### config.mk
export PLATFORM = sky130hd
export DESIGN_NAME = pb_io_port_bank
export DESIGN_NICKNAME = d
export VERILOG_FILES = /design/src/rtl/pb_io_pkg.sv /design/src/rtl/pb_sync2.sv /design/src/rtl/pb_io_port_bank.sv
export SDC_FILE = /design/constraint.sdc
export NUM_CORES = 1
export LEC_CHECK = 0
export BUFFER_PORTS_ARGS = -buffer_cell sky130_fd_sc_hd__buf_2
export CORE_MARGIN = 2
export CORE_UTILIZATION = 45
export DETAILED_ROUTE_END_ITERATION = 6
export GPL_TIMING_DRIVEN = 0
export PLACE_DENSITY = 0.8
export SYNTH_ARGS = -nofsm -noshare
export SYNTH_HDL_FRONTEND = slang
export SYNTH_SLANG_ARGS = --single-unit
### constraint.sdc
create_clock -name clk -period 3.4 [get_ports clk]
set_input_delay 0.34 -clock clk [delete_from_list [all_inputs] [get_ports clk]]
set_output_delay 0.34 -clock clk [all_outputs]
set_load 0.03 [all_outputs]
### src/rtl/pb_io_pkg.sv
// pb_io_pkg: shared state encodings and default port map for the kcpsm6 I/O port bank
package pb_io_pkg;

    typedef enum logic [1:0] {
        IO_IDLE     = 2'd0,
        IO_ASSERT   = 2'd1,
        IO_SERVICED = 2'd2
    } io_state_t;

    localparam logic [7:0] DEF_IN_BASE   = 8'h00;
    localparam logic [7:0] DEF_OUT_BASE  = 8'h02;
    localparam logic [7:0] DEF_STAT_PORT = 8'h10;
    localparam logic [7:0] DEF_MASK_PORT = 8'h11;
    localparam logic [7:0] DEF_OUT_RST   = 8'h00;

endpackage

### src/rtl/pb_sync2.sv
// pb_sync2: two-flop synchroniser for asynchronous board inputs
module pb_sync2 #(
    parameter int WIDTH = 8
) (
    input  logic             clk,
    input  logic             reset,
    input  logic [WIDTH-1:0] d,
    output logic [WIDTH-1:0] q
);

    logic [WIDTH-1:0] meta;

    // first stage may go metastable; second stage gives the clean copy
    always_ff @(posedge clk or posedge reset) begin
        if (reset) begin
            meta <= '0;
            q    <= '0;
        end else begin
            meta <= d;
            q    <= meta;
        end
    end

endmodule

### src/rtl/pb_io_port_bank.sv
// pb_io_port_bank: kcpsm6 port decode with synchronised inputs, read-back outputs and change interrupt
module pb_io_port_bank
    import pb_io_pkg::*;
#(
    parameter int         NUM_IN    = 2,
    parameter int         NUM_OUT   = 2,
    parameter logic [7:0] IN_BASE   = DEF_IN_BASE,
    parameter logic [7:0] OUT_BASE  = DEF_OUT_BASE,
    parameter logic [7:0] STAT_PORT = DEF_STAT_PORT,
    parameter logic [7:0] MASK_PORT = DEF_MASK_PORT,
    parameter logic [7:0] OUT_RST   = DEF_OUT_RST
) (
    input  logic                 clk,
    input  logic                 reset,
    input  logic [7:0]           port_id,
    input  logic [7:0]           out_port,
    input  logic                 write_strobe,
    input  logic                 read_strobe,
    output logic [7:0]           in_port,
    output logic                 interrupt,
    input  logic                 interrupt_ack,
    input  logic [8*NUM_IN-1:0]  raw_in,
    output logic [8*NUM_OUT-1:0] dout
);

    localparam logic [7:0] VALID = 8'((16'd1 << NUM_IN) - 16'd1);

    logic [8*NUM_IN-1:0] sync, prev;
    logic [7:0]          chg, pending, mask;
    logic [7:0]          dreg [NUM_OUT];
    logic                req;
    logic                unused;
    io_state_t           state;

    if (NUM_IN < 1 || NUM_IN > 8 || NUM_OUT < 1 || NUM_OUT > 8) begin : g_bad_size
        $error("pb_io_port_bank: NUM_IN and NUM_OUT must be 1..8");
    end
    if (STAT_PORT == MASK_PORT) begin : g_bad_stat
        $error("pb_io_port_bank: STAT_PORT overlaps MASK_PORT");
    end
    for (genvar i = 0; i < NUM_IN; i++) begin : g_chk_in
        for (genvar j = 0; j < NUM_OUT; j++) begin : g_o
            if (8'(IN_BASE + i) == 8'(OUT_BASE + j)) begin : g_e
                $error("pb_io_port_bank: input port overlaps output port");
            end
        end
        if (8'(IN_BASE + i) == STAT_PORT || 8'(IN_BASE + i) == MASK_PORT) begin : g_e
            $error("pb_io_port_bank: input port overlaps status/mask port");
        end
    end
    for (genvar j = 0; j < NUM_OUT; j++) begin : g_chk_out
        if (8'(OUT_BASE + j) == STAT_PORT || 8'(OUT_BASE + j) == MASK_PORT) begin : g_e
            $error("pb_io_port_bank: output port overlaps status/mask port");
        end
        assign dout[8*j +: 8] = dreg[j];
    end

    // reads are side-effect free, so the strobe carries no information here
    assign unused = read_strobe;
    assign req    = |(pending & mask);

    pb_sync2 #(.WIDTH(8*NUM_IN)) u_sync (
        .clk   (clk),
        .reset (reset),
        .d     (raw_in),
        .q     (sync)
    );

    // previous synchronised sample for per-byte change detection
    always_ff @(posedge clk or posedge reset) begin
        if (reset) prev <= '0;
        else       prev <= sync;
    end

    // one change flag per input byte; unimplemented bytes never flag
    always_comb begin
        chg = '0;
        for (int i = 0; i < NUM_IN; i++) chg[i] = |(sync[8*i +: 8] ^ prev[8*i +: 8]);
    end

    // pending is write-1-to-clear with a fresh change taking priority; mask keeps only real bytes
    always_ff @(posedge clk or posedge reset) begin
        if (reset) begin
            pending <= '0;
            mask    <= '0;
        end else begin
            pending <= ((write_strobe && port_id == STAT_PORT) ? pending & ~out_port : pending) | chg;
            if (write_strobe && port_id == MASK_PORT) mask <= out_port & VALID;
        end
    end

    // output byte registers loaded by kcpsm6 OUTPUT instructions
    always_ff @(posedge clk or posedge reset) begin
        if (reset) begin
            for (int j = 0; j < NUM_OUT; j++) dreg[j] <= OUT_RST;
        end else begin
            for (int j = 0; j < NUM_OUT; j++)
                if (write_strobe && port_id == 8'(OUT_BASE + j)) dreg[j] <= out_port;
        end
    end

    // combinational read mux onto kcpsm6 in_port; unmapped addresses read zero
    always_comb begin
        in_port = 8'h00;
        for (int i = 0; i < NUM_IN; i++) if (port_id == 8'(IN_BASE + i)) in_port = sync[8*i +: 8];
        for (int j = 0; j < NUM_OUT; j++) if (port_id == 8'(OUT_BASE + j)) in_port = dreg[j];
        if (port_id == STAT_PORT) in_port = pending;
        if (port_id == MASK_PORT) in_port = mask;
    end

    // interrupt handshake: hold level until ack, then wait for the ISR to drain pending
    always_ff @(posedge clk or posedge reset) begin
        if (reset) begin
            state     <= IO_IDLE;
            interrupt <= 1'b0;
        end else begin
            case (state)
                IO_IDLE: if (req) begin
                    state     <= IO_ASSERT;
                    interrupt <= 1'b1;
                end
                IO_ASSERT: if (interrupt_ack) begin
                    state     <= IO_SERVICED;
                    interrupt <= 1'b0;
                end
                IO_SERVICED: if (!req) state <= IO_IDLE;
                default: begin
                    state     <= IO_IDLE;
                    interrupt <= 1'b0;
                end
            endcase
        end
    end

endmodule

==> results.cfg <==
[drt]
drc = 0
drt_iter0_drc = 79
ant_nets = 0
firstDrtPassIters = 4
wire_per_inst_um = 16.5
wl_mm = 6.10
viasPerCell = 5.15
vias = 1906

[clocking]
cts_sinks = 77
postCtsSetupRepairBufs = 0
ctsHoldBuffers = 0
cts_resized = 0
max-clock-path-buffers = 2
cts_tree = done
htreeDepth = 3
insertion_delay_ns = 0.35
root_buffer = clkbuf_8
path_clk_slew_ns = 0.08
numCtsBuffers = 9

[synth]
ys.flop_type = dfrtp_1
synthArstFlopShare = 1.00
synthTopCellsByArea = dfrtp_1 63%, mux2_4 7.9%, xnor2_1 4.6%
syn_area_um2 = 3040
synth-seq-cells = 77
synth_edf_count = 0
yosys_warnings = 0
synthTopCellsByCount = 77 x dfrtp_1, 16 x mux2_4, 16 x xnor2_1
synth_fp_nets = 253
ys_seq_area_frac = 0.635
synth_most_common_cell = dfrtp_1
syn_area_per_cell_um2 = 14.1
synth_top_area_share = 0.635
synth_cell_types = 31
yosysTopAreaCell = dfrtp_1
synthCells = 216

[final_layout]
layout-drive-gt1-share = 0.355
nNetsFinal = 325
fillers = 514
syn2layout_area_growth_pct = 20.7
diodes = 0

[setup_path]
path_cells = buf_2 -> clkbuf_1 -> nor2b_1 -> nand3b_1 -> a21oi_1 -> buf_2
startpoint_type = input pin
crit_slowest_cell = nor2b_1
crit_family = buffers and inverters
cp.buffers_inverters = 3
crit_required_ns = 3.06
path_max_fanout = 10
cpMostUsedCell = buf_2
max_stage_delay_ns = 0.42
critPathKind = input pin to primary output
critPathCaptureType = primary output
critPathArrivalTime_ns = 1.75

[placed_design]
gp_congestion = 0.822
place_hpwl_mm = 4.38
io_buffers = 60
pre_cts_ws_ns = 1.28

[pwr]
p_sw_w = 0.000445
pwr-share-seq = 0.529
switching_share = 0.237
power_density_nw_per_um2 = 512
pwr-share-clk = 0.378
leakage_nw = 1.75
combinationalPowerShare = 0.093
p_int_w = 0.00143
ir_worst_vdd_uv = 263

[timing]
period_needed_ns = 2.09
max_freq_mhz = 477
slew_violations = 0
hold_violations = 0
finalCritPeriodShare = 0.616
setup_viol = 0
fin_ws_ns = 1.31
relSlewSlack = 0.671
worstMarginPinSlew_ns = 0.492
fin_skew_ns = 0.0107
tns_ns = 0
grt_setup_unrepaired = no

[global_route]
gr-usage-all-layers = 0.185
grt.overflow.total = 0
grt_start_max_net_pins = 42
grt_pass1_vias = 2003
grt_pass1_wl_mm = 10.2
grt_antenna_before_repair = 0

[floorplan]
io_pins = 62
die_h_um = 86.1
dieArea_um2 = 7420
rows = 29
core_area_um2 = 6420
start_util = 0.473
dieWidth_um = 86.1

[worst_hold_path]
hold_path.class = input pin to asynchronous set/reset pin

[run]
max_cap_viol_count = 0

[run_status]
status = completed
## routing by layer
metal  up-vias  GRT usage  part of all wire
met5         -          0                 0
met4         0     0.0707             0.011
met3         7     0.0683             0.055
met2        61      0.269              0.46
met1       940      0.253              0.48
li1        898          -                 -
## cells in the final DEF, fill, tap and decap left out, types with 2 or more instances in the layout
cell type and n:
clkbuf_8 12, mux2_4 16, nand4_1 5, nand3b_1 5, o22ai_1 2, mux2_1 9, buf_2 64, nor2b_1 2
a21boi_1 6, a32o_1 2, nand2b_1 6, clkbuf_1 2, clkinv_2 3, a21oi_1 15, xnor2_1 16, dfrtp_1 77
nand2_1 11, o21ai_1 3, buf_12 3, inv_1 3, mux2i_1 5, and4_4 2, nor2_1 10, a211o_1 2
o31ai_1 2
## sequential cells by signal, indices dropped and copies added (netlist names)
signal,flops
dout,16
interrupt,1
mask,2
pending,8
prev,16
state,2
u_sync.meta,16
u_sync.q,16
## power groups by stage
stage / combinational, W / clock (W) / sequential, W
floorplan: 0.0000878 / 0 / 0.00103
global placement: 0.000169 / 0 / 0.00101
detailed placement: 0.000177 / 0 / 0.00101
CTS: 0.000177 / 0.000726 / 0.000992
global route: 0.000191 / 0.000775 / 0.000998
finish: 0.000175 / 0.000709 / 0.000992
## logic make-up (layout without fill, tap and decap cells)
logic type | count (synthesis) | count (layout) | share of synthesized area
muxes | 30 | 30 | 0.129
AOI/OAI and AO/OA | 33 | 33 | 0.0684
buffers and inverters | 12 | 89 | 0.0272
and+or+nand+nor | 48 | 48 | 0.0948
xor gates and xnor gates | 16 | 16 | 0.0461
DFF | 77 | 77 | 0.635
## stage by stage
| step | cell area, um2 | instances | total power (W) | util | hold slack [ns] |
|---|---|---|---|---|---|
| after floorplan | 3040 | 216 | 0.00111 | - | 0.331 |
| after global placement | 3430 | 353 | 0.00118 | 0.535 | 0.331 |
| after detailed placement | 3460 | 354 | 0.00119 | 0.538 | 0.335 |
| after CTS | 3670 | 370 | 0.00190 | 0.571 | 0.0135 |
| after global routing | 3670 | 370 | 0.00196 | 0.571 | 0.0473 |
| final | 3670 | 370 | 0.00188 | 0.571 | 0.0157 |
## cell type report
cell class                      count  area, um2  share of cell area
Sequential cell                    77       1930               0.526
Multi-Input combinational cell    127       1030               0.280
Timing Repair Buffer               61        320              0.0874
Clock buffer                       12        165              0.0451
Tap cell                           77       96.3              0.0263
Buffer                              8       67.6              0.0184
Clock inverter                      4       45.0              0.0123
Inverter                            4       17.5             0.00478
## worst register-to-register path: stages, from the launching register on
cell and delay (ns):
dfrtp_1 0.41, xnor2_1 0.20, nand4_1 0.16, a211o_1 0.29
## worst paths after layout
path                            slack (ns)                        to                      from  cells past startpoint
worst max-delay path                  1.31                in_port[7]                port_id[4]                      6
worst min-delay path                  0.02         prev[1]$_DFF_PP0_                     reset                      2
worst max register to register        2.25      pending[1]$_DFF_PP0_    u_sync.q[11]$_DFF_PP0_                      3
worst min register to register        0.35     u_sync.q[3]$_DFF_PP0_  u_sync.meta[3]$_DFF_PP0_                      0
max in group asynchronous             2.83      dout[11]$_DFFE_PP0P_                     reset                      3
min in group clk                      0.09  u_sync.meta[5]$_DFF_PP0_                 raw_in[5]                      1
(Power assumes the default switching activity.)
